[src/rtl/dbf_pkg.sv]
// dbf_pkg: shared default widths, derived datapath widths, the delay LUT entry
// layout and the channel FSM states for the beamforming channel.
package dbf_pkg;

  localparam int DBF_INPUT_WD  = 14;
  localparam int DBF_APO_WD    = 16;
  localparam int DBF_APO_SHIFT = 12;
  localparam int DBF_OUT_WD    = 16;
  localparam int DBF_BUF_AW    = 7;
  localparam int DBF_CD_WD     = 7;
  localparam int DBF_FD_WD     = 4;
  localparam int DBF_LUT_AW    = 6;
  localparam int DBF_ZONE_LEN  = 16;

  // Interpolated sample carries one guard bit; the apodization product is full width.
  localparam int Y_WD = DBF_INPUT_WD + 1;
  localparam int P_WD = Y_WD + DBF_APO_WD;

  // One delay LUT word: coarse sample delay in the upper bits, fraction below.
  typedef struct packed {
    logic [DBF_CD_WD-1:0] coarse;
    logic [DBF_FD_WD-1:0] frac;
  } lut_entry_t;

  typedef enum logic {
    ST_IDLE = 1'b0,
    ST_RUN  = 1'b1
  } dbf_state_e;

endpackage

[src/rtl/dbf_fine_interp.sv]
// dbf_fine_interp: fine-delay stages. S2 forms (x1-x0)*frac, S3 adds the
// rounded, scaled difference back onto x0. A flush empties both stages.
module dbf_fine_interp #(
  parameter int INPUT_WD = 14,
  parameter int FD_WD    = 4
) (
  input  logic                       clk,
  input  logic                       rst_n,
  input  logic                       flush,
  input  logic                       in_valid,
  input  logic signed [INPUT_WD-1:0] x0,
  input  logic signed [INPUT_WD-1:0] x1,
  input  logic [FD_WD-1:0]           frac,
  output logic signed [INPUT_WD:0]   y,
  output logic                       y_valid
);

  localparam int DF_WD = INPUT_WD + 1;
  localparam int PR_WD = DF_WD + FD_WD + 1;
  localparam int HALF  = 2 ** (FD_WD - 1);

  logic signed [DF_WD-1:0]    diff;
  logic signed [FD_WD:0]      frac_s;
  logic signed [PR_WD-1:0]    prod_d;
  logic signed [PR_WD-1:0]    s2_prod;
  logic signed [PR_WD-1:0]    s2_round;
  logic signed [INPUT_WD-1:0] s2_x0;
  logic                       s2_valid;

  // Signed difference times the unsigned fraction, plus the rounding offset for S3.
  always_comb begin
    diff     = DF_WD'(x1) - DF_WD'(x0);
    frac_s   = {1'b0, frac};
    prod_d   = PR_WD'(diff) * PR_WD'(frac_s);
    s2_round = s2_prod + PR_WD'(HALF);
  end

  // S2: register the product and carry x0 alongside it.
  always_ff @(posedge clk or negedge rst_n) begin
    if (!rst_n) begin
      s2_valid <= 1'b0;
      s2_prod  <= '0;
      s2_x0    <= '0;
    end else if (flush) begin
      s2_valid <= 1'b0;
    end else begin
      s2_valid <= in_valid;
      if (in_valid) begin
        s2_prod <= prod_d;
        s2_x0   <= x0;
      end
    end
  end

  // S3: y = x0 + round(diff*frac / 2^FD_WD), arithmetic shift keeps the sign.
  always_ff @(posedge clk or negedge rst_n) begin
    if (!rst_n) begin
      y_valid <= 1'b0;
      y       <= '0;
    end else if (flush) begin
      y_valid <= 1'b0;
    end else begin
      y_valid <= s2_valid;
      if (s2_valid) begin
        y <= DF_WD'(s2_x0) + DF_WD'(s2_round >>> FD_WD);
      end
    end
  end

endmodule

[src/rtl/dbf_ch_param.sv]
// dbf_ch_param: one beamforming channel. Coarse delay from a circular sample
// buffer, fine delay by 2-tap interpolation, then apodization with rounding.
// Delay comes from a per-zone {coarse, frac} LUT, zone advancing every ZONE_LEN
// accepted samples. Four-stage pipeline: S1 read, S2 multiply, S3 sum, S4 apodize.
// Build option: define DBF_SATURATE_EN to clamp the output to OUT_WD instead of
// wrapping it in two's complement.
module dbf_ch_param
  import dbf_pkg::*;
#(
  parameter int INPUT_WD  = DBF_INPUT_WD,
  parameter int APO_WD    = DBF_APO_WD,
  parameter int APO_SHIFT = DBF_APO_SHIFT,
  parameter int OUT_WD    = DBF_OUT_WD,
  parameter int BUF_AW    = DBF_BUF_AW,
  parameter int CD_WD     = DBF_CD_WD,
  parameter int FD_WD     = DBF_FD_WD,
  parameter int LUT_AW    = DBF_LUT_AW,
  parameter int ZONE_LEN  = DBF_ZONE_LEN
) (
  input  logic                       clk,
  input  logic                       rst_n,
  input  logic                       tx_en,
  input  logic                       start,
  input  logic signed [INPUT_WD-1:0] din,
  input  logic                       din_valid,
  input  logic signed [APO_WD-1:0]   apo_din,
  input  logic                       lut_we,
  input  logic [LUT_AW-1:0]          lut_addr,
  input  logic [CD_WD+FD_WD-1:0]     lut_din,
  output logic signed [OUT_WD-1:0]   dout,
  output logic                       dout_valid,
  output logic signed [INPUT_WD-1:0] cd_dout
);

  localparam int Y_BITS = INPUT_WD + 1;
  localparam int P_BITS = Y_BITS + APO_WD;
  localparam int R_BITS = P_BITS + 1;
  localparam int DEPTH  = 2 ** BUF_AW;
  localparam int C_MAX  = DEPTH - 2;
  localparam int N_AW   = BUF_AW + 1;
  localparam int ZC_WD  = $clog2(ZONE_LEN + 1);
  localparam int A_HALF = 2 ** (APO_SHIFT - 1);
  localparam logic [LUT_AW-1:0] ZONE_MAX = '1;
`ifdef DBF_SATURATE_EN
  localparam logic signed [R_BITS-1:0] R_MAX = R_BITS'(2 ** (OUT_WD - 1) - 1);
  localparam logic signed [R_BITS-1:0] R_MIN = R_BITS'(-(2 ** (OUT_WD - 1)));
`endif

  dbf_state_e state_q, state_d;
  logic leave_run;
  logic accept;

  logic [BUF_AW-1:0] wp;
  logic [N_AW-1:0]   n;
  logic [LUT_AW-1:0] zone;
  logic [ZC_WD-1:0]  zcnt;

  logic [CD_WD+FD_WD-1:0]     lut_mem [2**LUT_AW];
  logic signed [INPUT_WD-1:0] buf_mem [DEPTH];

  logic [CD_WD+FD_WD-1:0]     lut_rd;
  logic [CD_WD-1:0]           c_raw;
  logic [FD_WD-1:0]           f_raw;
  logic [BUF_AW-1:0]          c_eff;
  logic signed [INPUT_WD-1:0] x0_d, x1_d;

  logic signed [INPUT_WD-1:0] s1_x0, s1_x1;
  logic [FD_WD-1:0]           s1_f;
  logic signed [APO_WD-1:0]   s1_apo, s2_apo, s3_apo;
  logic                       s1_valid;
  logic signed [Y_BITS-1:0]   s3_y;
  logic                       s3_valid;

  logic signed [P_BITS-1:0]   prod4;
  logic signed [R_BITS-1:0]   r_sum, r_full;
  logic signed [OUT_WD-1:0]   r_fit;

  assign accept  = din_valid & ~tx_en & start;
  assign cd_dout = s1_x0;

  // Channel state register.
  always_ff @(posedge clk or negedge rst_n) begin
    if (!rst_n) state_q <= ST_IDLE;
    else        state_q <= state_d;
  end

  // Next state follows start; dropping start while running flushes the pipeline.
  always_comb begin
    state_d   = state_q;
    leave_run = 1'b0;
    case (state_q)
      ST_IDLE: if (start) state_d = ST_RUN;
      ST_RUN: begin
        if (!start) begin
          state_d   = ST_IDLE;
          leave_run = 1'b1;
        end
      end
      default: state_d = ST_IDLE;
    endcase
  end

  // Delay LUT storage; reads are combinational so a same-cycle write is seen next sample.
  always_ff @(posedge clk) begin
    if (lut_we) lut_mem[lut_addr] <= lut_din;
  end

  // Circular sample buffer written at the write pointer on every accepted sample.
  always_ff @(posedge clk) begin
    if (accept) buf_mem[wp] <= din;
  end

  // Pointer, sample count and zone counters; held clear whenever start is low.
  always_ff @(posedge clk or negedge rst_n) begin
    if (!rst_n) begin
      wp   <= '0;
      n    <= '0;
      zone <= '0;
      zcnt <= '0;
    end else if (!start) begin
      wp   <= '0;
      n    <= '0;
      zone <= '0;
      zcnt <= '0;
    end else if (accept) begin
      wp <= wp + BUF_AW'(1);
      if (n != N_AW'(DEPTH)) n <= n + N_AW'(1);
      if (zcnt == ZC_WD'(ZONE_LEN - 1)) begin
        zcnt <= '0;
        if (zone != ZONE_MAX) zone <= zone + LUT_AW'(1);
      end else begin
        zcnt <= zcnt + ZC_WD'(1);
      end
    end
  end

  // Look up the zone delay, clamp coarse, and fetch taps n-c and n-c-1 (zero before sample 0).
  always_comb begin
    lut_rd = lut_mem[zone];
    c_raw  = lut_rd[CD_WD+FD_WD-1:FD_WD];
    f_raw  = lut_rd[FD_WD-1:0];
    c_eff  = (int'(c_raw) > C_MAX) ? BUF_AW'(C_MAX) : BUF_AW'(c_raw);
    x0_d   = '0;
    x1_d   = '0;
    if ({1'b0, c_eff} <= n) x0_d = (c_eff == '0) ? din : buf_mem[wp - c_eff];
    if ({1'b0, c_eff} < n)  x1_d = buf_mem[wp - c_eff - BUF_AW'(1)];
  end

  // S1: capture the taps, fraction and weight of the accepted sample.
  always_ff @(posedge clk or negedge rst_n) begin
    if (!rst_n) begin
      s1_valid <= 1'b0;
      s1_x0    <= '0;
      s1_x1    <= '0;
      s1_f     <= '0;
      s1_apo   <= '0;
    end else if (leave_run) begin
      s1_valid <= 1'b0;
    end else begin
      s1_valid <= accept;
      if (accept) begin
        s1_x0  <= x0_d;
        s1_x1  <= x1_d;
        s1_f   <= f_raw;
        s1_apo <= apo_din;
      end
    end
  end

  // Weight travels beside the fixed-latency interpolator so it lines up at S4.
  always_ff @(posedge clk or negedge rst_n) begin
    if (!rst_n) begin
      s2_apo <= '0;
      s3_apo <= '0;
    end else begin
      s2_apo <= s1_apo;
      s3_apo <= s2_apo;
    end
  end

  dbf_fine_interp #(
    .INPUT_WD (INPUT_WD),
    .FD_WD    (FD_WD)
  ) u_fine (
    .clk      (clk),
    .rst_n    (rst_n),
    .flush    (leave_run),
    .in_valid (s1_valid),
    .x0       (s1_x0),
    .x1       (s1_x1),
    .frac     (s1_f),
    .y        (s3_y),
    .y_valid  (s3_valid)
  );

  // Apodize with round-half-up, then fit the result to the output width.
  always_comb begin
    prod4  = P_BITS'(s3_y) * P_BITS'(s3_apo);
    r_sum  = R_BITS'(prod4) + R_BITS'(A_HALF);
    r_full = r_sum >>> APO_SHIFT;
`ifdef DBF_SATURATE_EN
    if (r_full > R_MAX)      r_fit = OUT_WD'(R_MAX);
    else if (r_full < R_MIN) r_fit = OUT_WD'(R_MIN);
    else                     r_fit = OUT_WD'(r_full);
`else
    r_fit = OUT_WD'(r_full);
`endif
  end

  // S4 output register: holds the last value between valids, zeroed when leaving RUN.
  always_ff @(posedge clk or negedge rst_n) begin
    if (!rst_n) begin
      dout       <= '0;
      dout_valid <= 1'b0;
    end else if (leave_run) begin
      dout       <= '0;
      dout_valid <= 1'b0;
    end else begin
      dout_valid <= s3_valid;
      if (s3_valid) dout <= r_fit;
    end
  end

endmodule

[config.mk]
export PLATFORM = sky130hd
export DESIGN_NAME = dbf_ch_param
export DESIGN_NICKNAME = d
export VERILOG_FILES = /design/src/rtl/dbf_pkg.sv /design/src/rtl/dbf_fine_interp.sv /design/src/rtl/dbf_ch_param.sv
export SDC_FILE = /design/constraint.sdc
export NUM_CORES = 2
export LEC_CHECK = 0
export BUFFER_PORTS_ARGS = -buffer_cell sky130_fd_sc_hd__buf_2
export CAP_MARGIN = 5
export CORE_UTILIZATION = 55
export CTS_CLUSTER_DIAMETER = 200
export DETAILED_ROUTE_END_ITERATION = 10
export GPL_TIMING_DRIVEN = 0
export PLACE_DENSITY = 0.71
export SLEW_MARGIN = 20
export SYNTH_ARGS = -nofsm -noshare
export SYNTH_HDL_FRONTEND = slang
export SYNTH_SLANG_ARGS = --single-unit
[constraint.sdc]
create_clock -name clk -period 15 [get_ports clk]
set_clock_uncertainty 0.2 [all_clocks]
set_input_delay 3 -clock clk [delete_from_list [all_inputs] [get_ports clk]]
set_output_delay 3 -clock clk [all_outputs]
set_load 0.02 [all_outputs]
* After elaboration in Yosys (flattened, before gate mapping)
Memory sizes are Yosys's and may differ from the RTL's. Cells that the tools add are included.
Word-level totals: register bits after elaboration 175, bits in writable memories 2496, bits of input ports 53, output and inout port bits 31, logic and storage cells 83, memories kept 2
Cells by class: add/subtract/negate cells 10, $mul 2, magnitude comparators 3, equality and inequality tests 7, mux-type cells 29, bitwise gates (word level) 4, reductions and logical operators 7
Memories:
- buf_mem | depth 128, width 14, read ports 2, clocked after memory_dff 0, write ports 1, RTL line dbf_ch_param.sv:59 | logic signed [INPUT_WD-1:0] buf_mem [DEPTH];
- lut_mem | depth 64, width 11, read ports 1, clocked after memory_dff 0, write ports 1, RTL line dbf_ch_param.sv:58 | logic [CD_WD+FD_WD-1:0] lut_mem [2**LUT_AW];
Operators by type and width (number):
- 14-bit two-way mux | 3
- 16-bit two-way mux | 2
- 28-bit by 13-bit adder with 28-bit output (second input constant) | 1
- 15-bit by 16-bit multiplier with 28-bit output | 1
- 6-bit two-way mux | 4
- 8-bit two-way mux | 3
- 7-bit two-way mux | 3
- 19-bit by 5-bit adder with 19-bit output (second input constant) | 1
- 15-bit by 5-bit multiplier with 19-bit output | 1
- 14-bit by 15-bit adder with 15-bit output | 1
- 5-bit two-way mux | 3
- 14-bit by 14-bit subtractor with 15-bit output | 1
- 1-bit two-way mux | 11
- 8-bit by 1-bit adder with 8-bit output (second input constant) | 1
- 7-bit by 8-bit <= comparator with 1-bit output | 1
- 7-bit by 8-bit less-than comparator with 1-bit output | 1
- 2-bit by 1-bit inequality test with 1-bit output (second input constant) | 4
- 8-bit inequality test (second input constant) | 1
- 2-bit AND reduction | 4
- 7-bit by 1-bit adder with 7-bit output (second input constant) | 1
- 7-bit > comparator (second input constant) | 1
- 7-bit zero test | 1
- 7-bit by 1-bit subtractor with 7-bit output (second input constant) | 1
- 7-bit subtractor | 1
- 8 further kinds | 10

* Logic depth before layout (Yosys ltp)
An unclocked memory read counts as a cell.
word-level depth 7, mapped depth 27, gate-level depth less buffers 25

* By module
Synthesis repeated with hierarchy kept, for this count alone.
Second synthesis, totals: cell total of the unflattened synthesis 7710, area, all modules 132330.7 um2
Modules (own cells, without submodules):
- dbf_ch_param | instances 1, cells an instance 7052, area an instance 126857.9 um2, seq. area each 78079.9 um2
- dbf_fine_interp | instances 1, cells an instance 658, area an instance 5472.7 um2, seq. area each 1176.1 um2

* Worst setup path after synthesis
Ideal clock, no wire load.
path type flip-flop to flip-flop, from register zone[1], to register s1_x1[3], setup time 0.142 ns, arrival 6.135 ns, data required time 14.658 ns, path slack 8.522 ns, stages on the path, launching flop included 24, path buffers 8, clock period less this slack 6.478 ns, cells stage by stage dfrtp_1 buf_2 buf_2 buf_2 buf_1 buf_2 mux4_2 a221oi_1 mux2_2 inv_1 nand4_1 o21a_1 ha_1 fa_1 ha_1 xnor2_1 buf_2 clkbuf_1 clkbuf_1 mux4_2 mux4_2 mux2i_1 mux2_2 o221ai_1
Between the ends: longest elaborated chain between the ends 7, elaborated cells between the ends (all ways) 8, classes of those cells 2 x add/sub; 2 x order compare; 2 x mux; 2 x memory
Ends and longest elaborated chain:
- start: declaration | RTL line dbf_ch_param.sv:55 | logic [LUT_AW-1:0] zone;
- start signal: assignment | RTL line dbf_ch_param.sv:130 | if (zone != ZONE_MAX) zone <= zone + LUT_AW'(1);
- memory 64 x 11 bit (*)
- 7-bit > comparator | RTL line dbf_ch_param.sv:142 | c_eff = (int'(c_raw) > C_MAX) ? BUF_AW'(C_MAX) : BUF_AW'(c_raw);
- 7-bit two-way mux (*) | RTL line dbf_ch_param.sv:142
- 7-bit subtractor | RTL line dbf_ch_param.sv:146 | if ({1'b0, c_eff} < n) x1_d = buf_mem[wp - c_eff - BUF_AW'(1)];
- 7-bit by 1-bit subtractor with 7-bit output | RTL line dbf_ch_param.sv:146
- memory 128 x 14 bit
- 14-bit two-way mux (*) | RTL line dbf_ch_param.sv:146
- end signal: assignment | RTL line dbf_ch_param.sv:154 | s1_x1 <= '0;
- end signal: assignment | RTL line dbf_ch_param.sv:163 | s1_x1 <= x1_d;
- end: declaration | RTL line dbf_ch_param.sv:67 | logic signed [INPUT_WD-1:0] s1_x0, s1_x1;
Mark *: on every way between the ends. The rest lies on a longest branch, timed or not. A chain may end at the register's enable or synchronous reset.

* Worst setup path after layout
from register zone[1], to register s1_x1[10]
Same word-level chain as after synthesis.

==> metrics.log <==
INFO  metric status = finished, final reports clean
INFO  metric top_level_ports = 84
INFO  metric syn-num-nets = 7311
INFO  metric cp_max_fo = 10
INFO  metric cts_max_path_buffers = 4
INFO  metric post_drt_via_cell_ratio = 7.093
INFO  metric transition_at_the_pin_with_the_smallest_max_transition_slack = 1.402 ns
INFO  metric num_vias = around 76000
INFO  metric yosys_most_used_dff = edfxtp_1
INFO  metric critPathRequiredTime = 15.57 ns
INFO  metric pwr-share-clk = 0.303
INFO  metric grt_first_pass_wirelength = 568.1 mm
INFO  metric first_pass_iters = 9
INFO  metric postSynthAreaPerCell = 18.78 um2
INFO  metric areaGrowthSynthToFinish = 12.47%
INFO  metric synth_cell_types = 74
INFO  metric design_power_total = 23.30 mW
INFO  metric maxSlewViolCount = 0
INFO  metric cells_taking_the_most_area_after_synthesis = edfxtp_1 (58%), mux4_2 (22%), fa_1 (3.9%), dfrtp_1 (3.3%), ha_1 (1.5%)
INFO  metric most-common-layout-cells = edfxtp_1 (2496), mux4_2 (1286), nand2_1 (424)
INFO  metric rsz0062_at_grt = false
INFO  metric numPortBuffers = 78
INFO  metric wl_per_cell = 38.43 um
INFO  metric netlist.top_cell.by_area = edfxtp_1
INFO  metric tritoncts = done
INFO  metric clock.fmax = 93.00 MHz
INFO  metric grt_overflow = 0
INFO  metric power_per_cell_area = 160.9 nW/um2
INFO  metric core = 232800 um2
INFO  metric p_leak = 48.31 nW
INFO  metric number_of_buffers_created_by_cts = 293
INFO  metric net_sw_power = 7.690 mW
INFO  metric hp-class = reg2reg
INFO  metric grt_max_degree = 102
INFO  metric drive_above_1_share = 0.3047
INFO  metric dieArea = 236000 um2
INFO  metric startpoint_type = register
INFO  metric nets = 7776
INFO  metric postSynthRegisterBits = 2668
INFO  metric cts-root-buf = clkbuf_16
INFO  metric ctsHtreeMaxLevel = 5
INFO  metric route.top_layer_used = met5
INFO  metric clock_insertion_delay_worst_skew = 1.02 ns
INFO  metric power.share.sequential = 0.360
INFO  metric layout_commonest_cell = edfxtp_1
INFO  metric netSwitchingFraction = 0.3300
INFO  metric report.final.setup_viol = 0
INFO  metric number_of_global_route_vias_before_repair = 74940
INFO  metric synth_edf_count = 2496
INFO  metric cts.sinks = 2668
INFO  metric postSynth.asyncResetShare = 0.06447
INFO  metric fin_hold_ws = 0.1477 ns
INFO  metric synth_top_cell_area_share = 0.5821
INFO  metric antenna_violating_nets_left = 0
INFO  metric postCtsSetupBuffers = 0
INFO  metric route.layer.met1.wl = 143.7 mm
INFO  metric share_comb_of_total_power = 0.338
INFO  metric path_type_of_the_worst_setup_path = reg2reg
INFO  metric post-route-worst-setup-slack = 4.248 ns
INFO  metric postCtsResizedCells = 0
INFO  metric layout_worst_path_cycle_share = 0.7168
INFO  metric synth_warnings = 0
INFO  metric p_int = 15.61 mW
INFO  metric headroom_to_the_max_slew_limit = 0.06516
INFO  metric period_needed = roughly 11 ns
INFO  metric timing.max_cap.violations = 0
INFO  metric worstPathArrival = 11.32 ns
INFO  metric floorplan.die.height = 485.8 um
INFO  metric syn_area = about 130000 um2
INFO  metric postSynthCellCount = 6857
INFO  metric path_clk_slew = 0.06 ns
INFO  metric route.detailed.drc = 0
INFO  metric worstSetupEndpointType = register
INFO  metric dieWidth = 485.8 um
INFO  metric std_cell_rows = 177
INFO  metric grt_use_total = 0.3502
INFO  metric cts_hold_buf = 0
INFO  metric gp_congestion = 0.9896
INFO  metric wl_met2 = ~180 mm
INFO  metric number_of_antenna_violations_at_the_first_check_in_global_routing = 21
INFO  metric post_synthesis_sequential_area_ratio = 0.6155
INFO  metric detailedPlacementHpwl = 285.7 mm
INFO  metric drt_first_iter_violations = 12400
INFO  metric initial_utilization = 0.5532
INFO  metric detail_route.wirelength = 409.9 mm
INFO  metric irDropWorstVdd = 0.0004724 V
INFO  metric dpl_worst_slack = 4.640 ns
INFO  metric postLayoutCoreUtil = 0.6221
INFO  metric dr_wl_met3 = 60.41 mm
INFO  metric hold_viol_final = 0
INFO  metric final_layout_setup_total_negative_slack = 0 ns
-- synthesized netlist by cell type (7+ instances only) --
master / instances
nand4_1: 13
a21o_1: 14
mux2_2: 36
a32oi_1: 14
fa_1: 248
inv_1: 363
nor2b_1: 38
mux2i_1: 167
nand2b_1: 22
o21a_1: 10
edfxtp_1: 2496
nand3b_1: 8
mux4_2: 1286
or3_1: 9
ha_1: 153
nand3_1: 68
buf_2: 43
o21ai_0: 78
a21boi_0: 8
xnor2_1: 76
nand2_1: 424
xor2_1: 29
dfrtp_1: 172
and3_1: 15
clkbuf_1: 303
buf_1: 65
o21bai_1: 7
o221ai_1: 14
o211ai_1: 27
a22o_1: 15
mux4_1: 10
nor3b_1: 8
a21oi_1: 49
and2_1: 154
a221oi_1: 22
nor3_1: 31
a22oi_1: 23
nor2_1: 244
a211oi_1: 14
-- through the flow --
step,std cells,instance area (um2)
after floorplan,6857,128800
after global placement,10070,133100
after detailed placement,10160,135500
after CTS,10660,144600
after global routing,10660,144800
final,10670,144800
-- worst paths after layout --
kind / from / end / slack (ns) / cells after the start
setup / recovery: zone[1] / s1_x1[10] / 4.25 / 26
hold / removal: s2_apo[13] / s3_apo[13] / 0.15 / 0
setup reg to reg: zone[1] / s1_x1[10] / 4.25 / 26
hold reg to reg: s2_apo[13] / s3_apo[13] / 0.15 / 0
max in group asynchronous: rst_n / s2_apo[8] / 11.92 / 3
min in group asynchronous: rst_n / state_q / 1.87 / 2
-- state kept, by name, indices dropped and copies added, names as in the netlist, 15 cells and up --
| name | count |
|---|---|
| buf_mem | 1792 |
| dout | 16 |
| lut_mem | 704 |
| s1_apo | 16 |
| s2_apo | 16 |
| s3_apo | 16 |
| u_fine.s2_prod | 16 |
| u_fine.y | 15 |
-- power by group through the flow --
stage	clock network [mW]	registers, mW	logic, mW
3_5_place_dp	0	8.53	7.78
2_1_floorplan	0	8.48	5.65
6_report	7.05	8.38	7.87
4_1_cts	7.05	8.38	7.87
5_1_grt	7.32	8.38	8.78
3_3_place_gp	0	8.54	7.59
-- critical path: stages, from the launching register on --
cell,delay (ns)
dfrtp_1,0.42
buf_2,0.47
buf_2,0.40
buf_2,0.46
buf_2,0.44
buf_2,0.45
mux2i_1,0.30
a22oi_1,0.13
nand2_1,0.26
nand3_1,0.26
a221oi_1,0.49
mux2_2,0.29
inv_1,0.06
nand4_1,0.08
o21a_1,0.16
ha_1,0.20
fa_1,0.52
ha_1,0.28
xnor2_1,0.42
buf_2,0.63
clkbuf_2,0.67
clkbuf_1,0.99
mux4_2,0.45
mux4_2,0.48
mux2i_1,0.54
mux2_2,0.31
o221ai_1,0.12
-- routing by layer --
| metal | global-route usage | vias to the layer above |
|---|---|---|
| met3 | 0.1319 | 1108 |
| met2 | 0.5084 | 6056 |
| li1 | - | 28710 |
| met5 | 0 | - |
| met4 | 0.1773 | 18 |
| met1 | 0.4651 | 39760 |
-- cell families after synthesis --
| family | after synthesis | share of synthesized area |
|---|---|---|
| compound gates | 342 | 0.01873 |
| fa+ha+maj | 401 | 0.05343 |
| xor+xnor | 106 | 0.007269 |
| buf+inv | 788 | 0.02433 |
| simple gates | 1053 | 0.03760 |
| flops | 2668 | 0.6155 |
| mux | 1499 | 0.2431 |
-- area by class of cell --
type                    instances  area [um2]
diodes                          9       22.52
clock inverters               154        1425
well taps                    3132        3919
fillers                     15970       87950
inverters                     364        1366
plain buffers                 424        1937
flip-flops and latches       2668       79260
multi-input cells            3401       47160
clock buffers                 344        7734
repair buffers                170        1991
Power figures use the tool's default switching activity.
